==> config.mk <==
export PLATFORM = sky130hd
export DESIGN_NAME = fix_to_float_flat
export DESIGN_NICKNAME = d
export VERILOG_FILES = /design/src/rtl/fix_to_float_if.sv /design/src/rtl/fix_to_float.sv /design/src/flat_wrapper.sv
export SDC_FILE = /design/constraint.sdc
export NUM_CORES = 1
export LEC_CHECK = 0
export ABC_AREA = 1
export BUFFER_PORTS_ARGS = -buffer_cell sky130_fd_sc_hd__buf_2
export CAP_MARGIN = 30
export CELL_PAD_IN_SITES_DETAIL_PLACEMENT = 1
export CELL_PAD_IN_SITES_GLOBAL_PLACEMENT = 1
export CORE_MARGIN = 3
export CORE_UTILIZATION = 36
export CTS_CLUSTER_SIZE = 24
export DETAILED_ROUTE_END_ITERATION = 16
export GPL_ROUTABILITY_DRIVEN = 0
export HOLD_SLACK_MARGIN = 0.02
export PLACE_DENSITY = 0.76
export SLEW_MARGIN = 20
export SYNTH_ARGS = -nofsm -noshare
export SYNTH_HDL_FRONTEND = slang
export SYNTH_SLANG_ARGS = --single-unit
==> constraint.sdc <==
create_clock -name clk -period 2.71 [get_ports clk]
set_clock_uncertainty 0.15 [all_clocks]
set_input_delay 0.542 -clock clk [delete_from_list [all_inputs] [get_ports clk]]
set_output_delay 0.542 -clock clk [all_outputs]
set_load 0.01 [all_outputs]
==> src/rtl/fix_to_float_if.sv <==
// Streaming handshake bundle for the fixed-point to binary32 converter.
// The slave side is the converter; the master side feeds inputs and drains results.
interface fix_to_float_if #(
    parameter int W = 77
);
    logic [W-1:0] in_data;
    logic         in_valid;
    logic         in_ready;
    logic [31:0]  out_data;
    logic         out_valid;
    logic         out_ready;

    modport master (
        output in_data,
        output in_valid,
        input  in_ready,
        input  out_data,
        input  out_valid,
        output out_ready
    );

    modport slave (
        input  in_data,
        input  in_valid,
        output in_ready,
        output out_data,
        output out_valid,
        input  out_ready
    );
endinterface

==> src/rtl/fix_to_float.sv <==
// Signed Q(INT_BITS).(FRAC_BITS) fixed point to IEEE 754 binary32 converter.
// Normalises one bit per cycle, then rounds to nearest-even in a single step.
//
// state | meaning
// IDLE  | waiting for an input transfer, in_ready high
// NORM  | shifting magnitude left until its top bit is set, then rounding
// DONE  | result presented on out_data/out_valid until out_ready
module fix_to_float #(
    parameter int FRAC_BITS = 32,
    parameter int INT_BITS  = 44
) (
    input logic           clk,
    input logic           rst_n,
    fix_to_float_if.slave bus
);
    localparam int W = INT_BITS + FRAC_BITS + 1;
    localparam logic [9:0] EXP_INIT = 10'(W - 1 - FRAC_BITS + 127);

    localparam logic [1:0] IDLE = 2'd0;
    localparam logic [1:0] NORM = 2'd1;
    localparam logic [1:0] DONE = 2'd2;

    logic [1:0]    state;
    logic          sign;
    logic [W-1:0]  mag;
    logic [9:0]    exp_q;
    logic [31:0]   out_q;

    logic [W-1:0]  abs_in;
    logic [W+23:0] ext;
    logic [22:0]   mant;
    logic          lsb;
    logic          guard;
    logic          sticky;
    logic [23:0]   mant_inc;
    logic [22:0]   mant_rnd;
    logic [7:0]    exp_rnd;

    assign bus.in_ready  = (state == IDLE);
    assign bus.out_valid = (state == DONE);
    assign bus.out_data  = out_q;

    // Magnitude of the incoming value; the most negative input wraps to 2^(W-1) as intended.
    always_comb begin
        abs_in = bus.in_data;
        if (bus.in_data[W-1]) begin
            abs_in = ~bus.in_data + {{(W-1){1'b0}}, 1'b1};
        end
    end

    // Round-to-nearest-even on the normalised magnitude. Zero padding below mag keeps
    // the guard/sticky slices valid even for very narrow fixed-point formats.
    always_comb begin
        ext      = {mag[W-2:0], 25'd0};
        mant     = ext[W+23:W+1];
        lsb      = ext[W+1];
        guard    = ext[W];
        sticky   = |ext[W-1:0];
        mant_inc = {1'b0, mant} + {23'd0, guard & (lsb | sticky)};
        mant_rnd = mant_inc[22:0];
        exp_rnd  = exp_q[7:0] + {7'd0, mant_inc[23]};
    end

    // Control FSM and datapath registers. A zero input spends one cycle in NORM so
    // its latency matches a value whose leading one is already at the top bit.
    always_ff @(posedge clk) begin
        if (!rst_n) begin
            state <= IDLE;
            sign  <= 1'b0;
            mag   <= '0;
            exp_q <= '0;
            out_q <= '0;
        end else begin
            case (state)
                IDLE: begin
                    if (bus.in_valid) begin
                        sign  <= bus.in_data[W-1];
                        mag   <= abs_in;
                        exp_q <= EXP_INIT;
                        state <= NORM;
                    end
                end
                NORM: begin
                    if (mag == '0) begin
                        out_q <= '0;
                        state <= DONE;
                    end else if (mag[W-1]) begin
                        out_q <= {sign, exp_rnd, mant_rnd};
                        state <= DONE;
                    end else begin
                        mag   <= mag << 1;
                        exp_q <= exp_q - 10'd1;
                    end
                end
                DONE: begin
                    if (bus.out_ready) begin
                        state <= IDLE;
                    end
                end
                default: state <= IDLE;
            endcase
        end
    end
endmodule
==> src/flat_wrapper.sv <==
// flat-port wrapper written by rule: the top's interface ports become plain ports
module fix_to_float_flat 
#(
    parameter int FRAC_BITS = 32,
    parameter int INT_BITS  = 44
)
  (clk, rst_n, bus_in_data, bus_in_valid, bus_in_ready, bus_out_data, bus_out_valid, bus_out_ready);
  fix_to_float_if bus_i ();
  input logic clk;
  input logic rst_n;
  input wire logic [$bits(bus_i.in_data)-1:0] bus_in_data;
  input wire logic [$bits(bus_i.in_valid)-1:0] bus_in_valid;
  output wire logic [$bits(bus_i.in_ready)-1:0] bus_in_ready;
  output wire logic [$bits(bus_i.out_data)-1:0] bus_out_data;
  output wire logic [$bits(bus_i.out_valid)-1:0] bus_out_valid;
  input wire logic [$bits(bus_i.out_ready)-1:0] bus_out_ready;
  assign bus_i.in_data = bus_in_data;
  assign bus_i.in_valid = bus_in_valid;
  assign bus_in_ready = bus_i.in_ready;
  assign bus_out_data = bus_i.out_data;
  assign bus_out_valid = bus_i.out_valid;
  assign bus_i.out_ready = bus_out_ready;
  fix_to_float #(.FRAC_BITS(FRAC_BITS), .INT_BITS(INT_BITS)) u_core (.clk(clk), .rst_n(rst_n), .bus(bus_i));
endmodule
==> results of run 1 <==
==> kinds of logic (layout without fill, tap and decap cells) <==
| logic type | Yosys count | in the layout | share of synthesized area |
|---|---|---|---|
| buf+inv | 226 | 357 | 0.105 |
| xor+xnor | 15 | 15 | 0.0147 |
| flops | 120 | 120 | 0.270 |
| compound gates | 228 | 228 | 0.135 |
| fa+ha+maj | 5 | 5 | 0.00702 |
| simple gates | 988 | 988 | 0.469 |
==> Yosys cell counts (2+ instances only) <==
cell type / n
nand2_1: 367
nand3b_1: 9
o21ai_2: 3
inv_2: 6
ha_1: 5
a31oi_1: 15
inv_1: 147
dfxtp_1: 120
buf_2: 7
o31ai_1: 2
nand4_1: 35
clkbuf_1: 39
clkinv_1: 3
clkinv_2: 2
o211ai_1: 7
nor2_2: 6
o22ai_1: 2
xor2_1: 14
or2_2: 7
buf_4: 6
nand2_4: 3
buf_6: 7
nand3_1: 197
a21oi_1: 90
o21bai_1: 2
o21ai_1: 30
nor2_1: 341
nor3_1: 16
buf_1: 9
o21ai_0: 77
==> final cells by class <==
type / count / area, sq um / area share
clock buffers: 19 / 443 / 0.0415
multi-input cells: 1236 / 5630 / 0.528
well taps: 319 / 399 / 0.0374
repair buffers: 167 / 1020 / 0.0958
inverters: 158 / 596 / 0.0558
clock inverters: 13 / 173 / 0.0162
flip-flops and latches: 120 / 2400 / 0.225
==> metrics by stage <==
stage	power [W]	setup TNS [ps]	cell area, sq um	cells	hold WS [ps]
3_5_place_dp	0.00402	-118	9980	1998	306
4_1_cts	0.00641	0	10600	2030	273
2_1_floorplan	0.00336	0	8910	1582	292
6_report	0.00642	0	10700	2032	282
3_3_place_gp	0.00397	0	9980	1998	299
5_1_grt	0.00678	-228	10700	2032	287
==> report_power, final <==
| group | leakage [nW] | internal, W | switching [W] |
|---|---|---|---|
| combinational | 3.52 | 0.000614 | 0.00125 |
| sequential | 0.989 | 0.00200 | 0.000190 |
| clock | 0.286 | 0.00148 | 0.000897 |
| total | 4.79 | 0.00409 | 0.00233 |
==> timing repair <==
action	CTS	global route
hold endpoints to repair	0	0
gates cloned	0	0
resized for setup	2	16
setup buffers	0	1
setup endpoints to repair	3	7
pin swaps	0	2
==> worst max-delay path, delay by kind of cell, from the launching register on <==
family / cells / cell delay, ps
buf+inv: 1 / 60
flops: 1 / 340
compound gates: 1 / 180
simple gates: 11 / 1430
fa+ha+maj: 2 / 410
==> worst min path at each step <==
stage,start,to,slack [ps],cells after the start
4_1_cts,bus_in_data[0],u_core.mag[0]$_SDFFE_PN0P_,270,3
6_report,bus_in_data[73],u_core.mag[73]$_SDFFE_PN0P_,280,4
3_5_place_dp,u_core.bus.out_data[13]$_SDFFE_PN0P_,u_core.bus.out_data[13]$_SDFFE_PN0P_,310,2
2_1_floorplan,u_core.sign$_SDFFE_PN0P_,u_core.bus.out_data[31]$_SDFFE_PN0P_,290,2
3_3_place_gp,u_core.bus.out_data[24]$_SDFFE_PN0P_,u_core.bus.out_data[24]$_SDFFE_PN0P_,300,2
5_1_grt,bus_in_data[0],u_core.mag[0]$_SDFFE_PN0P_,290,3
==> layer usage <==
layer	GRT usage	share of wire	up-vias
met5	0	0	-
met2	0.427	0.44	348
met1	0.400	0.49	5241
li1	-	-	5358
met4	0.0623	0.017	0
met3	0.0279	0.055	40
==> state kept, by name, indices dropped and copies added (netlist names) <==
signal,cells
u_core.mag,77
u_core.bus.out_data,32
u_core.exp_q,8
u_core.state,2
u_core.sign,1
==> key figures, run 1 <==
Logic synthesis
  – Synth Net Count: ~1700
  – Synth unique cells: 38
  – Avg Cell Area, Syn: 5.63 sq um
  – Post-synthesis sequential area ratio: 0.270
  – Mapped Area: 8910 sq um
  – Ys Warns: 0
  – Area leader, netlist: dfxtp_1
  – EDFF count, synth: 0
  – Share of the synthesized area in the top cell type: 0.270
  – Asr flop ratio synth: 0
  – Top post-synthesis cells by area: dfxtp_1, nand2_1, nor2_1
  – Primary FF master, synth: dfxtp_1
  – Post-synthesis cell count: roughly 1600
  – #FFs+latches synth: 120

Worst setup path
  – Crit-path cells: inv_2, nor3_4, nand4_1, nor3_2, nand2_1, nor2_1, nand3_1, nor3_2, ha_2, ha_4, nand3_2, nor2_4, nand3_1, a31oi_1, nor2_1
  – Crit. Startpoint: u_core.mag[57]$_SDFFE_PN0P_
  – Worst reg-to-reg path cell count: 15
  – CP required: between 2000 and 3000 ps
  – R2r startpoint: u_core.mag[57]$_SDFFE_PN0P_
  – Critical-path maximum fanout: 4
  – Reg-to-reg slack, setup: 50 ps
  – Slowest stage cell, crit path: dfxtp_2
  – Critical Path End Type: flop
  – Setup crit end: u_core.bus.out_data[29]$_SDFFE_PN0P_
  – Max incr delay on CP: 340 ps
  – Worst setup path category: flop to flop
  – Arrival @ worst endpoint: 2820 ps
  – Startpoint types: flop
  – R2r endpoint: u_core.bus.out_data[29]$_SDFFE_PN0P_

Final layout
  – Filler cell count in the final layout: 3382
  – Post-layout util: 0.447
  – Area Overhead vs Synth: 19.7%
  – N_diodes: 0
  – Most frequent cells in the layout: nand2_1, nor2_1, nand3_1, inv_1, dfxtp_1
  – Commonest non-fill, non-tap cell in the layout: nand2_1
  – Fraction of layout cells with a size suffix above 1: 0.141
  – # nets final: roughly 1800

Drt
  – Post-DRT Antenna Nets: 0
  – Drt first pass iters: 5
  – Routed WL per cell: 18.0 um
  – # DRC: 0
  – DR vias: 10987
  – Total routed wirelength: 36700 um
  – Initial drt markers: 818
  – Via density: approximately 5.4

GRT
  – Grt ovf: 0
  – Tot GR Track Use: 0.271
  – Largest net degree at the start of global routing: 79
  – Vias in the first global route: 10509
  – Initial antenna violation count: 0
  – First-pass GRT wire length: 57200 um

Timing
  – Slew margin rel.: 0.627
  – Max Freq: 376 MHz
  – Tmin final: roughly 2700 ps
  – Tcrit/Tclk final: 0.981
  – Worst setup margin: 52.3 ps
  – Setup violators final: 0
  – RSZ-0062 raised after global routing: yes
  – Final Hold Fails: 0
  – Least-Margin Pin Slew: 559 ps
  – Final Max Slew Viols: 0

Floorplanning
  – Die area: 26700 sq um
  – # IOs: 115
  – Site Rows: 56
  – Initial Util: 0.373
  – Die Ht: around 160 um
  – Die width: 163 um
  – Core box area: between 20000 and 25000 sq um

Pwr
  – Peak VDD IR: 0.000470 V
  – Static Leak: 4.79 nW
  – Power Density: 602 nW/um^2

Flow run
  – Maxcap violations: 0

Placed design
  – DP Wirelength: approximately 28000 um
  – Pre-CTS setup slack: -117 ps
  – PortBufs: around 110

CTS
  – Clock latency on the worst-skew pair: 430 ps
  – Hold_buf cts: 0
  – CTS sink count: 120
  – Clock buffer depth: 2
  – H-tree lvl count: 4
  – Reg clk slew, reported paths: ~60 ps
  – Total CTS buffers: 17
  – Clock root cell: clkbuf_16
  – CTS tree: yes

Min path
  – Class of the worst hold path: primary input to flop

Run status
  – Status: completed
No activity file was read; power rests on OpenSTA's default activity.
==> run 2: changes to the inputs <==
Settings changed: CORE_UTILIZATION 36 to 43, PLACE_DENSITY 0.76 to 0.85.
Clock period 2.71 ns to 3.4 ns, I/O delays scaled along.
==> key figures, run 2 (synthesized netlist as in run 1, its figures left out) <==
Run status
  – Status: completed

Floorplanning
  – Initial Util: 0.439 (+0.0660)
  – # IOs: 115 (unchanged)
  – Site Rows: 52 (-7.1%)
  – Core box area: 20300 sq um (-15%)
  – Die Ht: 150 um (-8.2%)
  – Die area: 22500 sq um (-16%)
  – Die width: 150 um (-8.2%)

Drt
  – Initial drt markers: 895 (+9.4%)
  – Routed WL per cell: 18.7 um (+3.5%)
  – Via density: 5.71 (+5.6%)
  – Post-DRT Antenna Nets: 0 (unchanged)
  – DR vias: 11099 (+1.0%)
  – Drt first pass iters: 5 (unchanged)
  – # DRC: 0 (unchanged)
  – Total routed wirelength: 36300 um (-1.0%)

CTS
  – Hold_buf cts: 0 (unchanged)
  – CTS tree: yes
  – Clock latency on the worst-skew pair: 430 ps (about the same)
  – Clock root cell: clkbuf_16
  – Cts repair resizes: 0 (-2)
  – Clock buffer depth: 2 (unchanged)
  – Post-CTS setup buffers: 0 (unchanged)
  – Reg clk slew, reported paths: 60 ps (about the same)
  – CTS sink count: 120 (unchanged)
  – Total CTS buffers: 17 (unchanged)
  – H-tree lvl count: 4 (unchanged)

Worst setup path
  – Startpoint types: flop
  – Max incr delay on CP: 420 ps (+80 ps)
  – Critical Path End Type: flop
  – Critical-path maximum fanout: 5 (+1)
  – Slowest stage cell, crit path: dfxtp_1
  – Crit-path cells: inv_1, nor3_2, nand4_1, nor3_2, nand2_1, nor2_1, nand3_1, nor3_1, ha_1, ha_1, nand3_1, nor2_1, nand3_1, a31oi_1, nor2_1
  – Reg-to-reg slack, setup: 240 ps (+180 ps)
  – Arrival @ worst endpoint: 3330 ps (+510 ps)
  – CP required: 3560 ps (+690 ps)
  – Worst setup path category: flop to flop

Min path
  – Class of the worst hold path: flop to flop

Placed design
  – Pre-CTS setup slack: 287 ps (+404 ps)
  – DP Wirelength: 26500 um (-4.7%)
  – PortBufs: 114 (unchanged)

Final layout
  – N_diodes: 0 (unchanged)
  – Flip-flop count of the largest register after layout: 77 (unchanged)
  – Fraction of layout cells with a size suffix above 1: 0.114 (-0.0277)
  – Most flop-heavy register: u_core.mag
  – Most frequent cells in the layout: nand2_1, nor2_1, nand3_1, inv_1, dfxtp_1
  – Filler cell count in the final layout: 2977 (-12%)
  – Area Overhead vs Synth: 15.2%
  – Commonest non-fill, non-tap cell in the layout: nand2_1
  – # nets final: 1746 (-2.2%)

Timing
  – Least-Margin Pin Slew: 911 ps (+352 ps)
  – Setup TNS Final: 0 ps (unchanged)
  – Final Hold Fails: 0 (unchanged)
  – Worst hold margin: 315 ps (+32.9 ps)
  – RSZ-0062 raised after global routing: no
  – Tmin final: 3160 ps (+507 ps)
  – Final Max Slew Viols: 0 (unchanged)
  – Tcrit/Tclk final: 0.931 (-0.0498)
  – Worst setup margin: 235 ps (+183 ps)
  – Setup violators final: 0 (unchanged)
  – Max Freq: 316 MHz (-16%)
  – Slew margin rel.: 0.392 (-0.235)

GRT
  – Tot GR Track Use: 0.320 (+0.0488)
  – Grt ovf: 0 (unchanged)
  – First-pass GRT wire length: 57100 um (-0.18%)
  – Largest net degree at the start of global routing: 103 (+30%)
  – Initial antenna violation count: 1 (+1)
  – Vias in the first global route: 10852 (+3.3%)

Pwr
  – Peak VDD IR: 0.000366 V (-22%)
  – Static Leak: 4.60 nW (-4.0%)
  – Power Density: 499 nW/um^2 (-17%)

Flow run
  – Maxcap violations: 0 (unchanged)
-- run 2: cell types whose count changed in the layout (fill, tap and decap cells not counted), moves of 2 or more --
cell      delta
clkinv_4     -4
nand3_2      -2
nand3_1      +2
ha_1         +2
inv_1        +2
clkinv_2     +3
buf_4       -39
inv_2        -2
dfxtp_2      -2
dfxtp_1      +2
-- run 2: worst max-delay path: cells and delay by family (launching register included) --
family          cells  cell delay, ps
fa+ha+maj           2             400
flops               1             420
simple gates       11            1760
buf+inv             1             120
compound gates      1             190
-- run 2: per-stage QoR --
stage	instances	total power, W	util	cell area [sq um]
floorplan	1582	0.00268	-	8910
global placement	1910	0.00308	0.474	9630
detailed placement	1910	0.00313	0.474	9630
CTS	1942	0.00509	0.505	10300
global route	1943	0.00535	0.506	10300
finish	1943	0.00512	0.506	10300
-- run 2: per-layer routing --
| metal | vias to the layer above | share of wire | wire length (um) | track usage |
|---|---|---|---|---|
| met4 | 2 | 0.024 | 864 | 0.0874 |
| met3 | 63 | 0.085 | 3100 | 0.0578 |
| met5 | - | 0.00036 | 13 | 0 |
| met2 | 419 | 0.45 | 16300 | 0.518 |
| met1 | 5334 | 0.44 | 16000 | 0.439 |
| li1 | 5281 | - | - | - |
-- run 2: final timing paths --
path                                                            from                              endpoint  depth (start not counted)
worst max-delay path                     u_core.mag[56]$_SDFFE_PN0P_  u_core.bus.out_data[29]$_SDFFE_PN0P_                         15
worst min-delay path            u_core.bus.out_data[18]$_SDFFE_PN0P_  u_core.bus.out_data[18]$_SDFFE_PN0P_                          2
worst max register to register           u_core.mag[56]$_SDFFE_PN0P_  u_core.bus.out_data[29]$_SDFFE_PN0P_                         15
worst min register to register  u_core.bus.out_data[18]$_SDFFE_PN0P_  u_core.bus.out_data[18]$_SDFFE_PN0P_                          2
-- run 2: where the power goes --
| part | switching [W] | internal [W] |
|---|---|---|
| registers | 0.000183 | 0.00159 |
| logic | 0.000972 | 0.000437 |
| clock network | 0.000675 | 0.00126 |
-- run 2: area by class of cell --
| cell class | instances | area [sq um] | share of cell area |
|---|---|---|---|
| clock buffers | 20 | 457 | 0.0445 |
| inverters | 158 | 596 | 0.0580 |
| repair buffers | 127 | 718 | 0.0699 |
| well taps | 270 | 338 | 0.0329 |
| multi-input cells | 1236 | 5580 | 0.544 |
| clock inverters | 12 | 174 | 0.0169 |
| flip-flops and latches | 120 | 2400 | 0.234 |
==> run 3: changes to the inputs <==
Settings changed: BUFFER_PORTS_ARGS -buffer_cell sky130_fd_sc_hd__buf_2 to -buffer_cell sky130_fd_sc_hd__buf_4, CORE_UTILIZATION 43 to 35, PLACE_DENSITY 0.85 to 0.71.
==> key figures, run 3 (synthesized netlist as in run 1, its figures left out) <==
Run status
  – Status: completed

Drt
  – DR vias: 10753 (-3.1%)
  – Post-DRT Antenna Nets: 0 (unchanged)
  – Via density: 5.37 (-6.0%)
  – Total routed wirelength: 35900 um (-1.2%)
  – Drt first pass iters: 5 (unchanged)
  – Initial drt markers: 768 (-14%)
  – # DRC: 0 (unchanged)
  – Routed WL per cell: 17.9 um (-4.1%)

Final layout
  – N_diodes: 0 (unchanged)
  – Reg area: 2400 sq um (unchanged)
  – Most frequent cells in the layout: nand2_1, nor2_1, nand3_1, inv_1, buf_4
  – Post-layout util: 0.433 (-0.0726)
  – Most flop-heavy register: u_core.mag
  – Area Overhead vs Synth: 19.9%
  – Flip-flop count of the largest register after layout: 77 (unchanged)
  – Commonest non-fill, non-tap cell in the layout: nand2_1
  – Fraction of layout cells with a size suffix above 1: 0.117 (+0.00317)
  – Filler cell count in the final layout: 3473 (+17%)
  – Multi-input logic area: 5580 sq um (about the same)
  – # nets final: 1752 (+0.34%)

Pwr
  – Power Density: 495 nW/um^2 (-0.77%)
  – Clock Power Share: 0.396 (+0.018)
  – Share of power burned in registers: 0.334 (-0.013)
  – Net Sw Power: 0.00181 W (-0.82%)
  – Gate power share: 0.270 (-0.005)
  – Switching fraction of total power: 0.343 (-0.0142)
  – Peak VDD IR: 0.000327 V (-11%)
  – Power, Total: 0.00529 W (+3.3%)
  – Power Internal: 0.00347 W (+5.6%)
  – Static Leak: 4.72 nW (+2.7%)

Timing
  – Worst setup margin: 282 ps (+47.4 ps)
  – Max Freq: 321 MHz (+1.5%)
  – Least-Margin Pin Slew: 797 ps (-113 ps)
  – Tmin final: 3120 ps (-47.4 ps)
  – Slew margin rel.: 0.468 (+0.0763)
  – Final Hold Fails: 0 (unchanged)
  – Worst hold margin: 316 ps (+0.645 ps)
  – Setup violators final: 0 (unchanged)
  – Tcrit/Tclk final: 0.917 (-0.0139)
  – Setup TNS Final: 0 ps (unchanged)
  – Final Max Slew Viols: 0 (unchanged)
  – RSZ-0062 raised after global routing: no

GRT
  – Tot GR Track Use: 0.266 (-0.0542)
  – Grt ovf: 0 (unchanged)
  – First-pass GRT wire length: 56900 um (-0.45%)
  – Largest net degree at the start of global routing: 79 (-23%)
  – Initial antenna violation count: 0 (-1)
  – Vias in the first global route: 10416 (-4.0%)

Worst setup path
  – Arrival @ worst endpoint: 3280 ps (-50 ps)
  – Critical-path maximum fanout: 5 (unchanged)
  – CP required: 3560 ps (about the same)
  – R2r startpoint: u_core.mag[57]$_SDFFE_PN0P_
  – Startpoint types: flop
  – Worst reg-to-reg path cell count: 15 (unchanged)
  – Critical Path End Type: flop
  – Worst setup path category: flop to flop
  – Reg-to-reg slack, setup: 280 ps (+50 ps)
  – R2r endpoint: u_core.bus.out_data[29]$_SDFFE_PN0P_

Floorplanning
  – Die Ht: 166 um (+10%)
  – Die area: 27400 sq um (+22%)
  – # IOs: 115 (unchanged)
  – Die width: 166 um (+10%)
  – Site Rows: 57 (+9.6%)
  – Initial Util: 0.361 (-0.0779)
  – Core box area: 24700 sq um (+22%)

Min path
  – WHS Endpoint: u_core.bus.out_data[21]$_SDFFE_PN0P_
  – Class of the worst hold path: flop to flop
  – Worst Hold Depth: 2 (unchanged)
  – Hold path start: u_core.bus.out_data[21]$_SDFFE_PN0P_

CTS
  – Clock latency on the worst-skew pair: 430 ps (about the same)
  – CTS tree: yes
  – CTS sink count: 120 (unchanged)
  – Total CTS buffers: 17 (unchanged)
  – Clock buffer depth: 2 (unchanged)
  – Post-CTS setup buffers: 0 (unchanged)
  – H-tree lvl count: 4 (unchanged)
  – Cts repair resizes: 0 (unchanged)
  – Hold_buf cts: 0 (unchanged)
  – Reg clk slew, reported paths: 60 ps (about the same)
  – Clock root cell: clkbuf_16

Flow run
  – Maxcap violations: 0 (unchanged)

Placed design
  – DP Wirelength: 27700 um (+4.3%)
  – PortBufs: 114 (unchanged)
  – Pre-CTS setup slack: 308 ps (+21.4 ps)
-- run 3: how the worst max path moves through the flow --
| stage | start | to | cells past startpoint |
|---|---|---|---|
| final | u_core.mag[57]$_SDFFE_PN0P_ | u_core.bus.out_data[29]$_SDFFE_PN0P_ | 15 |
| after global routing | u_core.mag[57]$_SDFFE_PN0P_ | u_core.bus.out_data[29]$_SDFFE_PN0P_ | 15 |
| after CTS | u_core.mag[57]$_SDFFE_PN0P_ | u_core.bus.out_data[29]$_SDFFE_PN0P_ | 15 |
| after detailed placement | u_core.mag[57]$_SDFFE_PN0P_ | u_core.bus.out_data[29]$_SDFFE_PN0P_ | 15 |
| after global placement | bus_in_data[0] | u_core.mag[76]$_SDFFE_PN0P_ | 11 |
| after floorplan | u_core.mag[56]$_SDFFE_PN0P_ | u_core.bus.out_data[29]$_SDFFE_PN0P_ | 15 |
-- run 3: final cells by class --
class | instances | area share
clock buffers | 18 | 0.0411
clock inverters | 14 | 0.0229
inverters | 158 | 0.0557
multi-input cells | 1236 | 0.522
flip-flops and latches | 120 | 0.225
well taps | 324 | 0.0379
repair buffers | 133 | 0.0957
-- run 3: per-layer routing --
metal  global-route usage  up-vias  wire [um]
met5                    0        -          0
met4               0.0707        0        637
met3               0.0344       39       2040
met2                0.403      292      15400
met1                0.395     5138      17800
li1                     -     5284          -
-- run 3: critical path, cell delays in order, from the launching register on --
cell and delay [ps]:
dfxtp_1 430, inv_2 100, nor3_2 250, nand4_1 180, nor3_1 310, nand2_1 140
nor2_1 110, nand3_1 70, nor3_1 260, ha_1 240, ha_1 180, nand3_1 100
nor2_1 170, nand3_1 90, a31oi_1 180, nor2_1 50
-- run 3: through the flow --
stage | std cells | instance area (sq um)
2_1_floorplan | 1582 | 8910
3_3_place_gp | 1971 | 10000
3_5_place_dp | 1971 | 10000
4_1_cts | 2003 | 10700
5_1_grt | 2003 | 10700
6_report | 2003 | 10700
-- run 3: power groups by stage --
stage | Combinational, W | Clock (W) | Sequential [W]
6_report | 0.00143 | 0.00209 | 0.00176
5_1_grt | 0.00160 | 0.00220 | 0.00179
4_1_cts | 0.00142 | 0.00213 | 0.00176
3_5_place_dp | 0.00141 | 0 | 0.00179
3_3_place_gp | 0.00139 | 0 | 0.00178
2_1_floorplan | 0.000943 | 0 | 0.00174
